<file path="config.mk">
export PLATFORM = sky130hd
export DESIGN_NAME = time_set_ctrl
export DESIGN_NICKNAME = d
export VERILOG_FILES = /design/src/rtl/time_set_ctrl.sv
export SDC_FILE = /design/constraint.sdc
export NUM_CORES = 1
export LEC_CHECK = 0
export ABC_AREA = 0
export CORE_ASPECT_RATIO = 1.5
export CORE_MARGIN = 8
export CORE_UTILIZATION = 57
export CTS_CLUSTER_DIAMETER = 40
export CTS_CLUSTER_SIZE = 16
export DETAILED_ROUTE_END_ITERATION = 7
export PLACE_DENSITY_LB_ADDON = 0.25
export SLEW_MARGIN = 20
export SYNTH_ARGS = -nofsm -noshare
export SYNTH_HDL_FRONTEND = slang
export SYNTH_SLANG_ARGS = --single-unit
</file>
<file path="constraint.sdc">
create_clock -name clk -period 4 [get_ports clk]
set_clock_uncertainty 0.15 [all_clocks]
set_input_delay 0.8 -clock clk [delete_from_list [all_inputs] [get_ports clk]]
set_output_delay 0.8 -clock clk [all_outputs]
set_load 0.005 [all_outputs]
</file>
<file path="src/rtl/time_set_ctrl.sv">
// time_set_ctrl: button-driven hour/minute/second preset editor that issues
// load pulses to the counter chain and drives field-select/blink for the display.
module time_set_ctrl #(
  parameter int PE_LEN    = 2,
  parameter int BLINK_DIV = 25000000,
  parameter int TIMEOUT   = 500000000
) (
  input  logic       clk,
  input  logic       CR,
  input  logic       btn_mode,
  input  logic       btn_sel,
  input  logic       btn_inc,
  input  logic       btn_dec,
  input  logic [7:0] cur_hour,
  input  logic [7:0] cur_min,
  input  logic [7:0] cur_sec,
  output logic [7:0] pre_hour,
  output logic [7:0] pre_min,
  output logic [7:0] pre_sec,
  output logic       PE_hour,
  output logic       PE_min,
  output logic       PE_sec,
  output logic       set_mode,
  output logic [1:0] field_sel,
  output logic       blink
);
  localparam logic [2:0] S_RUN    = 3'd0;
  localparam logic [2:0] S_HOUR   = 3'd1;
  localparam logic [2:0] S_MIN    = 3'd2;
  localparam logic [2:0] S_SEC    = 3'd3;
  localparam logic [2:0] S_COMMIT = 3'd4;
  localparam logic [31:0] IDLE_LAST  = 32'(TIMEOUT - 1);
  localparam logic [31:0] BLINK_LAST = 32'(BLINK_DIV - 1);
  localparam logic [3:0]  PE_LAST    = 4'(PE_LEN - 1);

  logic [2:0]  r_state;
  logic [3:0]  r_btn_q;
  logic [31:0] r_idle;
  logic [31:0] r_blink_cnt;
  logic [3:0]  r_pe_cnt;
  logic        r_blink;
  logic [7:0]  r_pre_hour;
  logic [7:0]  r_pre_min;
  logic [7:0]  r_pre_sec;
  logic [3:0]  w_btn;
  logic [3:0]  w_press;
  logic        w_edit;
  logic        w_step;
  logic [7:0]  w_sel_val;
  logic [7:0]  w_max;
  logic [7:0]  w_new_val;

  // button vector order: {mode, sel, inc, dec}
  assign w_btn     = {btn_mode, btn_sel, btn_inc, btn_dec};
  assign w_press   = w_btn & ~r_btn_q;
  assign w_edit    = (r_state == S_HOUR) || (r_state == S_MIN) || (r_state == S_SEC);
  assign w_step    = w_press[1] ^ w_press[0];
  assign w_sel_val = (r_state == S_HOUR) ? r_pre_hour : (r_state == S_MIN) ? r_pre_min : r_pre_sec;
  assign w_max     = (r_state == S_HOUR) ? 8'd23 : 8'd59;
  assign w_new_val = w_press[1] ? ((w_sel_val == w_max) ? 8'd0 : w_sel_val + 8'd1)
                                : ((w_sel_val == 8'd0) ? w_max : w_sel_val - 8'd1);

  always_ff @(posedge clk) begin
    if (CR) begin
      r_state     <= S_RUN;
      r_btn_q     <= 4'hF;
      r_idle      <= '0;
      r_blink_cnt <= '0;
      r_pe_cnt    <= '0;
      r_blink     <= 1'b0;
      r_pre_hour  <= '0;
      r_pre_min   <= '0;
      r_pre_sec   <= '0;
    end else begin
      r_btn_q <= w_btn;
      case (r_state)
        S_RUN: begin
          if (w_press[3]) begin
            r_pre_hour  <= (cur_hour > 8'd23) ? 8'd0 : cur_hour;
            r_pre_min   <= (cur_min > 8'd59) ? 8'd0 : cur_min;
            r_pre_sec   <= (cur_sec > 8'd59) ? 8'd0 : cur_sec;
            r_state     <= S_HOUR;
            r_idle      <= '0;
            r_blink_cnt <= '0;
            r_blink     <= 1'b0;
          end
        end
        S_COMMIT: begin
          r_pe_cnt <= r_pe_cnt + 4'd1;
          if (r_pe_cnt == PE_LAST) r_state <= S_RUN;
        end
        S_HOUR, S_MIN, S_SEC: begin
          r_blink_cnt <= (r_blink_cnt == BLINK_LAST) ? 32'd0 : r_blink_cnt + 32'd1;
          if (r_blink_cnt == BLINK_LAST) r_blink <= ~r_blink;
          r_idle <= (w_press != 4'd0) ? 32'd0 : r_idle + 32'd1;
          // mode beats sel beats inc/dec
          if (w_press[3]) begin
            r_state  <= S_COMMIT;
            r_pe_cnt <= '0;
            r_blink  <= 1'b0;
          end else if (w_press[2]) begin
            r_state <= (r_state == S_SEC) ? S_HOUR : r_state + 3'd1;
          end else if (w_step) begin
            if (r_state == S_HOUR) r_pre_hour <= w_new_val;
            if (r_state == S_MIN) r_pre_min <= w_new_val;
            if (r_state == S_SEC) r_pre_sec <= w_new_val;
          end
          if (w_press == 4'd0 && r_idle == IDLE_LAST) begin
            r_state <= S_RUN;
            r_blink <= 1'b0;
          end
        end
        default: r_state <= S_RUN;
      endcase
    end
  end

  assign pre_hour  = r_pre_hour;
  assign pre_min   = r_pre_min;
  assign pre_sec   = r_pre_sec;
  assign PE_hour   = (r_state == S_COMMIT);
  assign PE_min    = (r_state == S_COMMIT);
  assign PE_sec    = (r_state == S_COMMIT);
  assign set_mode  = w_edit;
  assign field_sel = w_edit ? r_state[1:0] : 2'd0;
  assign blink     = r_blink;
endmodule

</file>
# Yosys cells after proc, flatten, opt, wreduce, memory -nomap -nowiden
# Cells that the tools add are included.
[totals]
ff_bits = 100
input_bits = 30
out_inout_bits = 31
wordCells = 105
[op_classes]
addsub = 6
magnitude_cmp = 3
eq_ne = 19
muxes = 47
bitwise_logic = 4
n_reduce_logical = 17
[op_table]
columns = ["op", "n"]
rows = [
  ["8-bit 2-to-1 mux", 23],
  ["32-bit case mux with 2 select lines", 2],
  ["32-bit 2-to-1 mux", 3],
  ["32-bit by 1-bit adder with 32-bit output, second input constant", 2],
  ["8-bit case mux with 2 select lines", 3],
  ["32-bit by 25-bit == test with 1-bit output, second input constant", 1],
  ["32-bit by 29-bit == test with 1-bit output, second input constant", 1],
  ["3-bit 2-to-1 mux", 6],
  ["6-bit AND reduction", 3],
  ["8-bit by 6-bit > comparator with 1-bit output, second input constant", 2],
  ["2-bit != test, second input constant", 8],
  ["3-bit case mux with 3 select lines", 1],
  ["8-bit by 1-bit adder with 8-bit output, second input constant", 1],
  ["8-bit by 6-bit == test with 1-bit output", 1],
  ["8-bit by 5-bit > comparator with 1-bit output, second input constant", 1],
  ["8-bit logical NOT", 1],
  ["4-bit != test, second input constant", 2],
  ["4-bit case mux with 2 select lines", 1],
  ["8-bit by 1-bit subtractor with 8-bit output, second input constant", 1],
  ["3-bit by 2-bit == test with 1-bit output, second input constant", 2],
  ["6-bit 2-to-1 mux", 1],
  ["3-bit AND reduction", 2],
  ["4-bit by 1-bit adder with 4-bit output, second input constant", 1],
  ["4-bit AND", 1],
  ["other kinds (20)", 26],
]

# Logic depth before layout (Yosys ltp)
[depth]
ltp_word = 11
depth_mapped = 13
mapped_depth_nobuf = 11

# Least setup slack after synthesis
# OpenSTA, ideal clock, no wires.
[synth_timing]
kind = "register to register"
from = "reg r_state[0]"
to = "reg r_pre_sec[1], in the netlist pre_sec[1]"
setup_ns = 0.136
t_arrival_ns = 2.680
required_time_ns = 3.714
setup_slack_ns = 1.034
stages_incl_launch_ff = 14
path_buffers = 2
synth_period_minus_slack_ns = 2.966
path_cell_list = "dfxtp_1 inv_1 ha_1 buf_4 nor4b_1 a211o_1 buf_2 inv_1 ha_1 o21ai_0 a211oi_1 a21boi_0 o221ai_1 a311oi_1"
[synth_via]
elab_chain_cells = 11
elab_cells_between_ends = 27
classes_between = "add/sub (2); eq/ne (9); mux (11); reduce/logical (5)"
[synth_lines]
columns = ["item", "line_no", "source"]
rows = [
  ["start: declaration", "36", "logic [2:0] r_state;"],
  ["start signal: assignment", "102", "r_state <= (r_state == S_SEC) ? S_HOUR : r_state + 3'd1;"],
  ["3-bit by 2-bit == test with 1-bit output", "58, 76", ""],
  ["8-bit 2-to-1 mux (2 in a row)", "58", "assign w_sel_val = (r_state == S_HOUR) ? r_pre_hour : (r_state == S_MIN) ? r_pre_min : r_pre_sec;"],
  ["8-bit by 1-bit subtractor with 8-bit output, or another cell as far along", "61", ": ((w_sel_val == 8'd0) ? w_max : w_sel_val - 8'd1);"],
  ["8-bit 2-to-1 mux (on tied branches)", "61, 60", ""],
  ["8-bit 2-to-1 mux", "60", "assign w_new_val = w_press[1] ? ((w_sel_val == w_max) ? 8'd0 : w_sel_val + 8'd1)"],
  ["8-bit 2-to-1 mux", "106", "if (r_state == S_SEC) r_pre_sec <= w_new_val;"],
  ["8-bit 2-to-1 mux", "103", "end else if (w_step) begin"],
  ["8-bit 2-to-1 mux", "101", "end else if (w_press[2]) begin"],
  ["8-bit 2-to-1 mux", "97", "if (w_press[3]) begin"],
  ["8-bit case mux with 2 select lines", "76", "case (r_state)"],
  ["end signal: assignment", "81", "r_pre_sec <= (cur_sec > 8'd59) ? 8'd0 : cur_sec;"],
  ["end signal: assignment", "106", ""],
  ["end: declaration", "44", "logic [7:0] r_pre_sec;"],
]
# Parallel ways exist; a longest one is shown, timed or not. The select of a mux whose other input is x is not followed.
# A chain may end at the register's enable or synchronous reset.

# Worst setup path in the final report
[layout_timing]
from = "reg r_state[0]"
to = "out set_mode"
[layout_via]
elab_chain_cells = 3
elab_cells_between_ends = 5
classes_between = "eq/ne (3); reduce/logical (2)"
[layout_lines]
columns = ["item", "line_no", "source"]
rows = [
  ["3-bit by 1-bit == test with 1-bit output or 3-bit by 2-bit == test with 1-bit output (tied branches)", "56", "assign w_edit = (r_state == S_HOUR) || (r_state == S_MIN) || (r_state == S_SEC);"],
  ["1-bit logical OR", "56", ""],
  ["1-bit logical OR (*)", "56", ""],
  ["end: declaration", "23", "output logic set_mode,"],
]
# Every way passes the cells marked *; elsewhere a longest branch is shown, timed or not.

==> impl_metrics.toml <==
[status]
outcome = "finished, final reports clean"

[synth]
synth_edf_count = 0
synth_compound_area_share_pct = 17.0
synth_top_family_by_area = "simple AND/OR/NAND/NOR gates"
ys_types = 70
synth_common_cells = "100 x dfxtp_1, 99 x nor2_1, 64 x nand2_1"
synth_top_area_share_pct = 35.1
synth-xor-area-share_pct = 7.53
netlist_area_sq_um = 5700
synth_top_area_cell = "dfxtp_1"
async_flop_share_pct = 0
synth_area_leaders = "dfxtp_1 35%, nor2_1 6.5%, xor2_1 4.9%"
yosys.area_share.simple_pct = 32.9
muxShareOfSynthArea_pct = 0.373
avgSynthCellArea_sq_um = 8.22
seq_area_frac_synth_pct = 35.1
syn_nets = 735
synthAdderAreaFrac_pct = 2.64
ys_seq_elements = 100
yosys_warnings = 0
synth_ff_type = "dfxtp_1"
synth.most_common_cell = "dfxtp_1"
synthCells = 693

[global_routing]
track_usage_pct = 22.1
grt_overflow = 0
antenna_found_initial = 0
first_global_vias = 5248
grt_max_degree = 34
grt_pass1_wl_microns = 25300

[layout]
final_area_sq_um = 6650
final_nets = 781
n_antenna_cell = 0
layout-drive-gt1-share_pct = 8.33
area_growth_pct = 16.6
fin_util_pct = 68.6

[worst_setup_path]
setup.worst_path.end_class = "output pin"
reg2reg_to = "pre_sec[4]$_SDFFE_PP0P_"
crit_required_ns = 3.05
r2r-start = "r_state[0]$_SDFFE_PP0P_"
reg2reg_slack_ns = 0.45
critPathKind = "reg2out"
path_max_fanout = 15
reg2regPathDepth = 11
start_kind = "flip-flop"
arrival_ns = 2.82

[hold_path]
min-delay-start = "r_pe_cnt[3]$_SDFFE_PP0P_"
hold_depth = 1
min_path_type = "reg2reg"
whs_endpoint = "r_pe_cnt[3]$_SDFFE_PP0P_"

[power_and_ir_drop]
p_int_uw = 2070
ir_drop_v = 0.000332
swShare_pct = 36.4
p_leak_uw = 0.00219
seqPwrFrac_pct = 35.6
p_sw_uw = 1190
powerDensity_nw_per_um2 = 490
pwr-share-comb_pct = 37.5
clkPwrFrac_pct = 27.0

[routing]
vias = 5331
totalWireLength_microns = 15400
final_antenna_net_count = 0
drc = 0
drt_iter0_markers = 210
routedWlPerCell_microns = 17.9
first_pass_iters = 5
viasPerCell = 6.21

[die]
start_util_pct = 58.8
dieArea_sq_um = 13500
rows = 44
fp.dieH_microns = 138
ioPinCount = 61
die_w_microns = 97.6
design.core.area_sq_um = 9690

[clock_tree]
cts-hold-fix-buffers = 0
path_clk_slew_ns = 0.07
clock-root-buffer = "clkbuf_16"
cts.repair.resized = 0
post-cts-setup-buffers = 0
cts_tree = "yes"
numClockSinks = 100
cts-htree-levels = 3
numCtsBuffers = 9
clk_latency_ns = 0.35
clock_path_buffers = 2

[timing]
fmax_mhz = 265
drv_slew = 0
slew_headroom_pct = 45.0
worstMarginPinSlew_ns = 0.826
rsz0062_at_grt = "false"
fin_crit_ns = 3.77
hold_violations = 0
period_share_pct = 94.3
tns_ns = 0
setup_violations = 0

[placement]
dpl_cell_area_sq_um = 6350
hpwl_microns = 11500
place.gp.congestion = 0.963
port_buffers = 60

[flow_run]
drv_cap = 0
flip-flops by register name, summed over array words and instances (netlist names):
name and count:
blink 1, pre_hour 8, pre_min 8, pre_sec 8, r_blink_cnt 32, r_btn_q 4
r_idle 32, r_pe_cnt 4, r_state 3
cell usage in the layout (no fill, tap or decap), types with 6 or more instances in the layout:
master           count
nor2_1              99
nand2b_1             8
nor3_1              20
a21oi_1             25
and2_1               6
a311oi_1            23
and3_1              15
nand4_1             23
nand3_1             31
nand2_1             64
a31oi_1              6
ha_1                12
or2_2                6
xnor2_1             17
or3_1               12
a211oi_1             8
or4_1                6
nor3b_1              8
buf_4                9
nor4b_1              6
clkdlybuf4s50_1     60
o21ai_0             20
clkbuf_16            9
inv_1               18
xor2_1              32
dfxtp_1            100
nor4_1              13
how the worst max path moves through the flow:
stage,startpoint,end,slack (ns)
finish,r_state[0]$_SDFFE_PP0P_,set_mode,0.23
global placement,btn_mode,r_blink_cnt[21]$_SDFFE_PP0P_,0.66
CTS,r_state[0]$_SDFFE_PP0P_,set_mode,0.29
floorplan,r_state[0]$_SDFFE_PP0P_,pre_sec[1]$_SDFFE_PP0P_,1.03
detailed placement,r_state[0]$_SDFFE_PP0P_,pre_sec[4]$_SDFFE_PP0P_,0.55
global route,r_state[0]$_SDFFE_PP0P_,set_mode,0.13
power by group through the flow:
stage	sequential (uW)	clock, uW	combinational [uW]
finish	1160	878	1220
global route	1170	934	1300
CTS	1160	891	1200
detailed placement	1180	0	1190
global placement	1180	0	1190
floorplan	1160	0	802
metal layers:
| metal | vias to the layer above | routed length [microns] | track usage (%) |
|---|---|---|---|
| met5 | - | 0 | 0 |
| met4 | 0 | 448 | 10.1 |
| met3 | 36 | 713 | 4.14 |
| met2 | 164 | 8100 | 40.1 |
| met1 | 2512 | 6130 | 23.9 |
| li1 | 2619 | - | - |
area by class of cell:
class / count / area, sq um
multi-input combinational: 539 / 3440
fill: 801 / 3040
sequential: 100 / 2000
timing repair buffer: 70 / 688
clock buffer: 12 / 246
tap: 115 / 144
inverter: 19 / 71.3
clock inverter: 4 / 48.8
stage by stage:
step                      cells  hold WS (ns)  total power [uW]  setup WS [ns]
after floorplan             693         0.299              1960           1.03
after global placement      843         0.316              2360          0.664
after detailed placement    843         0.326              2370          0.549
after CTS                   859         0.342              3250          0.288
after global routing        859         0.361              3400          0.128
final                       859         0.344              3260          0.228
kinds of logic after synthesis:
| group | count (synthesis) |
|---|---|
| and+or+nand+nor | 347 |
| adders and majority gates | 12 |
| DFF | 100 |
| buffers and inverters | 54 |
| AOI/OAI and AO/OA | 129 |
| xor gates and xnor gates | 49 |
| muxes | 2 |
worst max-delay path: stages, from the launching register on:
cell	delay (ns)
dfxtp_1	0.45
ha_1	0.48
buf_4	0.28
nor3_1	0.09
or2_1	0.31
inv_2	0.29
clkdlybuf4s50_1	0.57
No activity file was read; power rests on OpenSTA's default activity.
